### src/rtl/serial_pkg.sv
// rtl/serial_pkg.sv - shared state encoding and width limits for the bit-serial adder
package serial_pkg;

  typedef enum logic [1:0] {
    S_IDLE = 2'd0,
    S_RUN  = 2'd1,
    S_DONE = 2'd2
  } state_t;

  localparam int WIDTH_MIN = 1;
  localparam int WIDTH_MAX = 32;

endpackage

### src/rtl/full_adder.sv
// rtl/full_adder.sv - single-bit combinational full adder cell
module full_adder (
  input  logic a,
  input  logic b,
  input  logic c_in,
  output logic sum,
  output logic c_out
);

  assign sum   = a ^ b ^ c_in;
  assign c_out = (a & b) | (a & c_in) | (b & c_in);

endmodule

### src/rtl/serial_adder.sv
// rtl/serial_adder.sv - bit-serial WIDTH-bit adder, one full_adder cell, start/busy/done handshake
module serial_adder
  import serial_pkg::*;
#(
  parameter int WIDTH = 8
) (
  input  logic             clk,
  input  logic             reset,
  input  logic             start,
  input  logic [WIDTH-1:0] a,
  input  logic [WIDTH-1:0] b,
  input  logic             c_in,
  output logic             busy,
  output logic             done,
  output logic [WIDTH-1:0] sum,
  output logic             c_out
);

  localparam int CW = (WIDTH > 1) ? $clog2(WIDTH) : 1;

  if (WIDTH < WIDTH_MIN || WIDTH > WIDTH_MAX) begin : g_bad_width
    $error("serial_adder: WIDTH out of range");
  end

  state_t           state, next_state;
  logic [WIDTH-1:0] a_sr, b_sr, res_sr, res_next;
  logic             carry;
  logic [CW-1:0]    cnt;
  logic             fa_sum, fa_c_out;
  logic             last_bit, accept;

  full_adder u_fa (
    .a    (a_sr[0]),
    .b    (b_sr[0]),
    .c_in (carry),
    .sum  (fa_sum),
    .c_out(fa_c_out)
  );

  // Result bits enter at the MSB so the LSB lands at bit 0 after WIDTH shifts.
  if (WIDTH == 1) begin : g_one
    assign res_next = fa_sum;
  end else begin : g_wide
    assign res_next = {fa_sum, res_sr[WIDTH-1:1]};
  end

  assign last_bit = (cnt == CW'(WIDTH - 1));
  assign accept   = start && (state == S_IDLE || state == S_DONE);
  assign busy     = (state == S_RUN);
  assign done     = (state == S_DONE);

  always_ff @(posedge clk or posedge reset) begin
    if (reset) state <= S_IDLE;
    else       state <= next_state;
  end

  always_comb begin
    next_state = state;
    case (state)
      S_IDLE:  if (start) next_state = S_RUN;
      S_RUN:   if (last_bit) next_state = S_DONE;
      S_DONE:  next_state = start ? S_RUN : S_IDLE;
      default: next_state = S_IDLE;
    endcase
  end

  always_ff @(posedge clk or posedge reset) begin
    if (reset) begin
      a_sr   <= '0;
      b_sr   <= '0;
      res_sr <= '0;
      carry  <= 1'b0;
      cnt    <= '0;
      sum    <= '0;
      c_out  <= 1'b0;
    end else if (accept) begin
      a_sr   <= a;
      b_sr   <= b;
      res_sr <= '0;
      carry  <= c_in;
      cnt    <= '0;
    end else if (state == S_RUN) begin
      a_sr   <= a_sr >> 1;
      b_sr   <= b_sr >> 1;
      res_sr <= res_next;
      carry  <= fa_c_out;
      cnt    <= cnt + CW'(1);
      // Outputs only move on the final bit so partial sums are never visible.
      if (last_bit) begin
        sum   <= res_next;
        c_out <= fa_c_out;
      end
    end
  end

endmodule

### config.mk
export PLATFORM = sky130hd
export DESIGN_NAME = serial_adder
export DESIGN_NICKNAME = d
export VERILOG_FILES = /design/src/rtl/serial_pkg.sv /design/src/rtl/full_adder.sv /design/src/rtl/serial_adder.sv
export SDC_FILE = /design/constraint.sdc
export NUM_CORES = 1
export LEC_CHECK = 0
export CORE_MARGIN = 3
export CORE_UTILIZATION = 47
export CTS_BUF_LIST = sky130_fd_sc_hd__clkbuf_4 sky130_fd_sc_hd__clkbuf_8 sky130_fd_sc_hd__clkbuf_16
export CTS_CLUSTER_SIZE = 25
export DETAILED_ROUTE_END_ITERATION = 10
export PLACE_DENSITY = 0.84
export SLEW_MARGIN = 20
export SYNTH_ARGS = -nofsm -noshare
export SYNTH_HDL_FRONTEND = slang
export SYNTH_SLANG_ARGS = --single-unit
### constraint.sdc
create_clock -name clk -period 1.3 [get_ports clk]
set_input_delay 0.26 -clock clk [delete_from_list [all_inputs] [get_ports clk]]
set_output_delay 0.26 -clock clk [all_outputs]
set_load 0.01 [all_outputs]
Yosys cells after proc, flatten, opt, wreduce, memory -nomap -nowiden
Cells that the tools add are included.
{"block": "word_totals", "inputBits": 20, "out_inout_bits": 11, "reg_bits": 39, "wordCells": 42}
{"block": "classes", "n_eq_ne": 5, "mux": 14, "n_reduce_logical": 6, "bitwise": 8, "add_sub_neg": 1}
{"op": "$mux 8", "count": 6}
{"op": "$mux 3", "count": 2}
{"op": "$pmux 2 s3", "count": 1}
{"op": "$mux 2", "count": 2}
{"op": "$add 3x1->3 const B", "count": 1}
{"op": "$and 1x1->1", "count": 3}
{"op": "$eq 3x3->1 const B", "count": 1}
{"op": "$mux 1", "count": 3}
{"op": "$reduce_and 3->1", "count": 1}
{"op": "$eq 2x1->1 const B", "count": 1}
{"op": "$eq 2x2->1 const B", "count": 1}
{"op": "$logic_not 2->1", "count": 1}
{"op": "$ne 2x1->1 const B", "count": 1}
{"op": "$ne 2x2->1 const B", "count": 1}
{"op": "$or 1x1->1", "count": 2}
{"op": "$reduce_and 2->1", "count": 1}
{"op": "$reduce_bool 2->1", "count": 1}
{"op": "$xor 1x1->1", "count": 2}
{"op": "$logic_and 1x1->1", "count": 1}
{"op": "$logic_or 1x1->1", "count": 1}
{"op": "$not 1->1", "count": 1}

Longest topological paths before layout
Gate-level depths: netlist of run 1.
{"block": "depth", "ltp_word": 5, "ltp_mapped": 6}

Hierarchy
Synthesis of run 1 repeated with hierarchy kept, for this count alone.
{"block": "hier_totals", "hier_cells": 176, "area_unflattened_um2": 1990.7}
{"module": "serial_adder", "instances": 1, "cells_each": 175, "area_per_inst_um2": 1970.6}
{"module": "full_adder", "instances": 1, "cells_each": 1, "area_per_inst_um2": 20.0}

Worst setup path before layout of run 1
OpenSTA, ideal clock, no wires.
{"block": "synth_timing", "kind": "register -> register", "startpoint": "register carry", "endpoint": "register res_sr[7]", "period_less_slack_ps": 1362, "t_required_ps": 1173, "n_path_buf": 0, "stages_incl_launch_ff": 5, "slack_ps": -62, "t_arrival_ps": 1235, "cell_sequence": "dfrtp_1 > fa_1 > mux2_2 > nand2_1 > o21ai_0"}
{"block": "synth_via", "elab_chain_len": 3}
{"item": "from (decl)", "line_no": "serial_adder.sv:27", "text": "logic carry;"}
{"item": "from (signal assigned)", "line_no": "serial_adder.sv:80", "text": "carry <= c_in;"}
{"item": "from (signal assigned)", "line_no": "serial_adder.sv:86", "text": "carry <= fa_c_out;"}
{"item": "$xor 1x1->1", "line_no": "full_adder.sv:10", "text": "assign sum = a ^ b ^ c_in;"}
{"item": "via fa_sum", "line_no": "serial_adder.sv:29", "text": "logic fa_sum, fa_c_out;"}
{"item": "$mux 8", "line_no": "serial_adder.sv:82", "text": "end else if (state == S_RUN) begin"}
{"item": "$mux 8", "line_no": "serial_adder.sv:76", "text": "end else if (accept) begin"}
{"item": "to (signal assigned)", "line_no": "serial_adder.sv:85", "text": "res_sr <= res_next;"}
{"item": "to (decl)", "line_no": "serial_adder.sv:26", "text": "logic [WIDTH-1:0] a_sr, b_sr, res_sr, res_next;"}
The timed path passes the listed nets, and every way through them passes these cells. The select of a mux whose other input is x is not followed.
A chain may end at the register's enable or synchronous reset.

Worst setup path in the final report of run 1
Same ends and word-level chain as after synthesis.

==> Implementation_results.wiki, run 1 <==
{| class="wikitable"
! Metric !! Value
|-
| Min setup slack post-route || -0.1230 ns
|-
| RSZ-0062 raised after global routing || yes
|-
| Mapped Area || 1832 um^2
|-
| Type of element capturing the critical path || register
|-
| Violated checks || negative setup slack
|-
| Worst slew margin relative to its limit || 84.26%
|-
| Wire length of the first global-routing pass || 6513 um
|-
| Clk_lat worst skew || 0.30 ns
|-
| Combinational power share || 44.2%
|-
| Max clock buf depth || 2
|-
| Worst clock skew || 0.006553 ns
|-
| Final worst hold slack || 0.3157 ns
|-
| LEAKAGE || 0.001152 uW
|-
| Clk pwr share || 20.1%
|-
| Cell taking the most area after synthesis || dfrtp_1
|-
| Outcome || finished, violations left
|-
| Root buf cell || clkbuf_8
|-
| Total CTS buffers || 5
|-
| Antenna Cells || 0
|-
| Final weighted congestion in routability-driven placement || 0.6860
|-
| Average size of a mapped cell || 11.31 um^2
|-
| Boundary pin count || 31
|-
| Starting utilization of the core area || 49.29%
|-
| Vertical die dimension || 68.43 um
|-
| Final period utilization || 109.5%
|-
| Fraction of layout instances using a drive strength above 1 || 29.86%
|-
| Synthesized instance count || 162
|-
| Number of distinct library cell variants in the gate-level netlist after synthesis || 29
|-
| Max Clock Freq || 702.7 MHz
|-
| Initial antenna violation count || 0
|-
| Worst vdd ir || 1.145 mV
|-
| Flip-flop and latch count after synthesis || 38
|-
| Reg-to-reg setup timing slack || -0.12 ns
|-
| Average via count per standard cell || 5.479
|-
| Critical-path cell list || fa_1, mux2_4, nand2_1, o21ai_1
|-
| Vias in the first global route || 1331
|-
| FP Rows || 22
|-
| Total power per unit cell area || 2355 nW/um^2
|-
| CP max-delay cell || fa_1
|-
| Type of origin of the critical path || register
|-
| Port buffer count || 30
|-
| DR WL met2 || 2086 um
|-
| Number of hold-slack violations in the final timing report || 0
|-
| Most common cell after layout, fill and taps aside || dfrtp_1
|-
| Worst min-delay path class || in2async
|-
| Vias || 1419
|-
| Highest net fanout along the worst path || 2
|-
| Final period demand of the worst path || 1.423 ns
|-
| Number of violations of the max-capacitance limit || 0
|-
| Required time reported for the critical path endpoint || 1.49 ns
|-
| Final Max Tran Viols || 0
|-
| CTS H-tree lvls || 2
|-
| Net switching power of the design || 2008 uW
|-
| Half-perimeter wire length after placement || 2482 um
|-
| Clock tree from TritonCTS || done
|-
| Nets || 233
|-
| Die footprint || 4683 um^2
|-
| Detailed-router iteration count before antenna repair || 4
|-
| Highest routed metal layer || met4
|-
| Number of nets with antenna violations after routing || 0
|-
| All-Layer GR Usage || 19.02%
|-
| Clock Sinks || 38
|-
| Transition time at the pin with the least slew margin || 0.2337 ns
|-
| Total detailed-routing wirelength || 4207 um
|-
| Clock slew at the register clock pins of the worst setup and hold paths || 0.08 ns
|-
| Per-cell routed wire length || 16.24 um
|-
| Switching power as a share of total power || 33.55%
|-
| Synthesis Warnings || 0
|-
| Core outline area || 3716 um^2
|-
| Data arrival time of the critical path || 1.61 ns
|-
| Overall overflow remaining after global route || 0
|-
| Delay contributed by the slowest stage of the critical path || 0.51 ns
|-
| DRC violations left || 0
|-
| Routed length on met3 || 222 um
|-
| Flop pwr share || 35.7%
|-
| Area share of the largest cell type after synthesis || 51.91%
|-
| Die width || 68.43 um
|-
| Classification of the worst setup path || reg2reg
|-
| Internal power || 3976 uW
|-
| Largest cells by area after synthesis || dfrtp_1, mux2_2, mux2i_1
|-
| Area growth from synthesis to final layout || 38.73%
|-
| M1 wire length || 1844 um
|-
| Net count after synthesis || 185
|-
| Post-layout total power || 5984 uW
|-
| Leading cell types in the layout, fill and taps excluded || dfrtp_1, clkdlybuf4s50_1, buf_4
|-
| Share of synthesized area occupied by flip-flops and latches || 51.91%
|-
| Pin count of the biggest net entering global routing || 39
|-
| Setup violators final || 10
|-
| Starting DRT DRC Count || 45
|}
==> cells in the mapped netlist <==
master and count:
ha_1 2, a221o_1 1, nand2_1 8, xnor2_1 1, buf_6 2, dfrtp_1 38
o22ai_1 8, o21ai_0 10, fa_1 1, a211oi_1 5, inv_4 1, buf_4 4
clkbuf_1 1, a21oi_1 5, nand2_4 1, nor2_2 1, a21o_1 1, mux2_2 18
nor2b_1 7, nor2_1 10, nand2b_1 7, nand2b_4 1, buf_2 5, a22o_1 4
nand3_1 2, inv_1 2, nand3b_1 1, nor3_1 8, mux2i_1 7
==> what timing repair did <==
item	4_1_cts	5_1_grt
resized for setup	33	10
cloned	1	0
endpoints found under the hold margin	0	0
pin swaps	4	1
buffers inserted	2	6
hold buffers	0	0
setup endpoints to repair	31	28
==> path summary, 6_finish.rpt <==
kind                       depth (start not counted)  startpoint         to
hold / removal                                     3       reset  res_sr[3]
min in group clk                                   1      sum[1]     sum[1]
hold reg to reg                                    1      sum[1]     sum[1]
setup / recovery                                   4       carry  res_sr[7]
max in group asynchronous                          3       reset   state[0]
setup reg to reg                                   4       carry  res_sr[7]
==> cell type report <==
| class | count | area [um^2] |
|---|---|---|
| flip-flops and latches | 38 | 952.2 |
| clock buffers | 5 | 68.82 |
| clock inverters | 3 | 68.82 |
| fillers | 269 | 1175 |
| multi-input cells | 110 | 883.3 |
| well taps | 48 | 60.06 |
| inverters | 3 | 13.76 |
| repair buffers | 52 | 494.2 |
==> cell families (layout without fill, tap and decap cells) <==
logic type | Yosys count | in the layout | share of synthesized area (%)
AO/OA/AOI/OAI | 34 | 34 | 11.75
XOR/XNOR | 1 | 1 | 0.4782
adder cells (fa/ha/maj) | 3 | 3 | 2.459
buffers and inverters | 15 | 63 | 5.191
flip-flops | 38 | 38 | 51.91
multiplexers | 25 | 25 | 14.89
AND/OR/NAND/NOR | 46 | 47 | 13.32
==> power by group through the flow <==
stage | sequential, uW | combinational [uW] | clock [uW]
floorplan | 2090 | 1600 | 0
global placement | 2080 | 2240 | 0
detailed placement | 2120 | 2340 | 0
CTS | 2110 | 2520 | 1230
global route | 2210 | 2900 | 1270
finish | 2140 | 2640 | 1200
==> flip-flops by register name, summed over array words and instances (netlist names) <==
signal and count:
state 2, b_sr 8, a_sr 8, res_sr 7
cnt 3, carry 1, sum 8, c_out 1
==> stage by stage <==
step / utilization [%] / area [um^2] / setup slack [ns] / std cells / TNS (ns)
detailed placement: 60.47 / 2247 / -0.2835 / 242 / -4.744
global route: 68.38 / 2541 / -0.1592 / 259 / -0.9470
CTS: 66.43 / 2469 / -0.1125 / 253 / -0.4783
global placement: 60.47 / 2247 / -0.1818 / 242 / -3.276
finish: 68.38 / 2541 / -0.1230 / 259 / -0.2502
floorplan: - / 1851 / -0.05109 / 162 / -0.05109
==> routing by layer <==
metal  up-vias  global-route usage [%]
li1        663                       -
met1       707                   25.31
met2        42                   29.92
met3         7                   5.255
met4         0                   5.955
met5         -                       0
==> worst max-delay path, delay by kind of cell (launching register included) <==
| family | cells | cell delay [ns] |
|---|---|---|
| fa+ha+maj | 1 | 0.51 |
| compound gates | 1 | 0.05 |
| flops | 1 | 0.41 |
| simple gates | 1 | 0.07 |
| mux | 1 | 0.28 |
Note: power is estimated with default switching activity, not from simulation.
==> run 2, diff against run 1 <==
- ABC_CLOCK_PERIOD_IN_PS: not set -> 1300
- CORE_UTILIZATION: 47 -> 40
- PLACE_DENSITY: 0.84 -> 0.74
==> Implementation_results.wiki, run 2 (same netlist as run 1, synthesis figures left out) <==
{| class="wikitable"
! Metric !! Value
|-
| Worst setup timing slack at the placement stage || -0.2240 ns (+0.05953 ns)
|-
| Worst slew margin relative to its limit || 82.15% (-2.1 points)
|-
| Switching power as a share of total power || 34.81% (+1.3 points)
|-
| Kind of cell with the highest combined delay on the critical path || adder cells
|-
| Highest routed metal layer || met4
|-
| Most common cell after layout, fill and taps aside || dfrtp_1
|-
| Final weighted congestion in routability-driven placement || 0.7365 (+7.4%)
|-
| Critical-path cell list || fa_1, mux2_4, nand2_2, o21ai_1
|-
| Transition time at the pin with the least slew margin || 0.2667 ns (+0.03307 ns)
|-
| CTS H-tree lvls || 2 (unchanged)
|-
| Port buffer count || 30 (unchanged)
|-
| Data arrival time of the critical path || 1.57 ns (-0.04 ns)
|-
| RSZ-0062 raised after global routing || yes
|-
| Internal power || 3729 uW (-6.2%)
|-
| Per-cell routed wire length || 15.31 um (-5.8%)
|-
| FF/Latch Area || 952.2 um^2 (unchanged)
|-
| Routed length on met3 || 174 um (-22%)
|-
| Worst clock skew || 0.007521 ns (+0.0009686 ns)
|-
| Max clock buf depth || 2 (unchanged)
|-
| Number of hold-slack violations in the final timing report || 0 (unchanged)
|-
| Core Util, Final || 60.18% (-8.2 points)
|-
| Pin count of the biggest net entering global routing || 39 (unchanged)
|-
| Vias in the first global route || 1430 (+7.4%)
|-
| Combinational power share || 48.6% (+4.4 points)
|-
| Net switching power of the design || 1991 uW (-0.81%)
|-
| Area occupied by multi-input gates || 902.1 um^2 (+2.1%)
|-
| Overall overflow remaining after global route || 0 (unchanged)
|-
| Classification of the worst setup path || reg2reg
|-
| Nets || 235 (+0.86%)
|-
| Clk pwr share || 14.0% (-6.1 points)
|-
| Average via count per standard cell || 5.279 (-3.7%)
|-
| LEAKAGE || 0.001147 uW (-0.49%)
|-
| Final period utilization || 107.0% (-2.5 points)
|-
| M1 wire length || 1756 um (-4.8%)
|-
| Detailed-router iteration count before antenna repair || 4 (unchanged)
|-
| Number of nets with antenna violations after routing || 0 (unchanged)
|-
| Cell area after layout || 2529 um^2 (-0.49%)
|-
| Outcome || finished, violations left
|-
| Largest registers ranked by flip-flop count || a_sr x8, b_sr x8, sum x8
|-
| Core outline area || 4202 um^2 (+13%)
|-
| Clk_lat worst skew || 0.29 ns (about the same)
|-
| Total cell area at the placement stage || 2272 um^2 (+1.1%)
|-
| Final period demand of the worst path || 1.391 ns (-0.03249 ns)
|-
| Final-layout setup total negative slack || -0.1087 ns (+0.1414 ns)
|-
| Half-perimeter wire length after placement || 2605 um (+5.0%)
|-
| Root buf cell || clkbuf_8
|-
| Die width || 73.67 um (+7.7%)
|-
| Worst min-delay path class || in2async
|-
| Max Clock Freq || 719.1 MHz (+2.3%)
|-
| DRC violations left || 0 (unchanged)
|-
| Type of origin of the critical path || register
|-
| Final Max Tran Viols || 0 (unchanged)
|-
| FP Rows || 23 (+4.5%)
|-
| Vias || 1383 (-2.5%)
|-
| Starting DRT DRC Count || 58 (+29%)
|-
| Total detailed-routing wirelength || 4011 um (-4.7%)
|-
| Vertical die dimension || 73.67 um (+7.7%)
|-
| Antenna Cells || 0 (unchanged)
|-
| All-Layer GR Usage || 15.76% (-3.3 points)
|-
| Boundary pin count || 31 (unchanged)
|-
| Worst vdd ir || 0.9920 mV (-13%)
|-
| Starting utilization of the core area || 43.60% (-5.7 points)
|-
| Violated checks || negative setup slack
|-
| Area growth from synthesis to final layout || 38.05%
|-
| Initial antenna violation count || 0 (unchanged)
|-
| Setup violators final || 7 (-3)
|-
| Highest net fanout along the worst path || 2 (unchanged)
|-
| Required time reported for the critical path endpoint || 1.48 ns (about the same)
|-
| Die footprint || 5427 um^2 (+16%)
|-
| Min setup slack post-route || -0.09055 ns (+0.03249 ns)
|-
| Leading cell types in the layout, fill and taps excluded || dfrtp_1, buf_4, clkdlybuf4s50_1
|-
| Clock slew at the register clock pins of the worst setup and hold paths || 0.07 ns (about the same)
|-
| CP max-delay cell || fa_1
|-
| DR WL met2 || 2007 um (-3.8%)
|-
| Type of element capturing the critical path || register
|-
| Layout filler cell count || 331 (+23%)
|-
| Wire length of the first global-routing pass || 6555 um (+0.64%)
|-
| Number of violations of the max-capacitance limit || 0 (unchanged)
|-
| Total power per unit cell area || 2262 nW/um^2 (-3.9%)
|-
| Delay contributed by the slowest stage of the critical path || 0.50 ns (about the same)
|-
| Total CTS buffers || 5 (unchanged)
|-
| Clock tree from TritonCTS || done
|-
| Number of buffers and inverters on the critical path || 0 (unchanged)
|-
| Fraction of layout instances using a drive strength above 1 || 31.60% (+1.7 points)
|-
| Flop pwr share || 37.3% (+1.6 points)
|-
| Clock Sinks || 38 (unchanged)
|-
| CTS Hold Buffers Added || 0 (unchanged)
|}
-- run 2: cell count changes in the layout (fill, tap and decap cells not counted), sizes merged --
cell    change
clkbuf      +3
bufinv      -2
buf         +1
clkinv      -1
-- run 2: worst paths after layout --
| check | slack (ns) | end | cells past startpoint | start |
|---|---|---|---|---|
| worst max-delay path | -0.09 | res_sr[7] | 4 | carry |
| worst min-delay path | 0.32 | cnt[0] | 3 | reset |
| worst max register to register | -0.09 | res_sr[7] | 4 | carry |
| worst min register to register | 0.50 | a_sr[6] | 1 | a_sr[6] |
| max in group asynchronous | 0.79 | b_sr[7] | 3 | reset |
| min in group clk | 0.50 | a_sr[6] | 1 | a_sr[6] |
-- run 2: repair_timing --
item / in CTS / in global routing
buffers inserted: 4 / 2
pin swaps: 4 / 4
cloned: 1 / 1
resized for setup: 31 / 15
setup endpoints to repair: 33 / 23
-- run 2: worst register-to-register path: cells and delay by family (launching register included) --
| kind | cells | cell delay, ns |
|---|---|---|
| AND/OR/NAND/NOR | 1 | 0.05 |
| AO/OA/AOI/OAI | 1 | 0.05 |
| adder cells (fa/ha/maj) | 1 | 0.50 |
| flip-flops | 1 | 0.40 |
| multiplexers | 1 | 0.29 |
-- run 2: final cells by class --
cell class,instances,area share (%)
sequential,38,37.65
multi-input combinational,110,35.68
timing repair buffer,54,20.34
clock buffer,7,3.315
tap,50,2.474
inverter,3,0.5443
-- run 2: layer usage --
| metal | track usage, % | vias to the layer above |
|---|---|---|
| met2 | 25.20 | 26 |
| met3 | 5.062 | 9 |
| li1 | - | 668 |
| met1 | 19.03 | 680 |
| met4 | 7.847 | 0 |
| met5 | 0 | - |
-- run 2: power groups by stage --
stage,logic (uW),clock network (uW),registers (uW)
5_1_grt,3030,870,2210
4_1_cts,2540,814,2110
6_report,2780,803,2130
3_3_place_gp,2290,0,2080
3_5_place_dp,2410,0,2130
2_1_floorplan,1600,0,2090
-- run 2: stage by stage --
stage,total power (uW),hold WS [ns],std cells
after CTS,5466,0.3382,259
after detailed placement,4534,0.4825,247
after floorplan,3680,0.4061,162
after global placement,4373,0.4703,247
final,5720,0.3225,262
after global routing,6102,0.3643,262
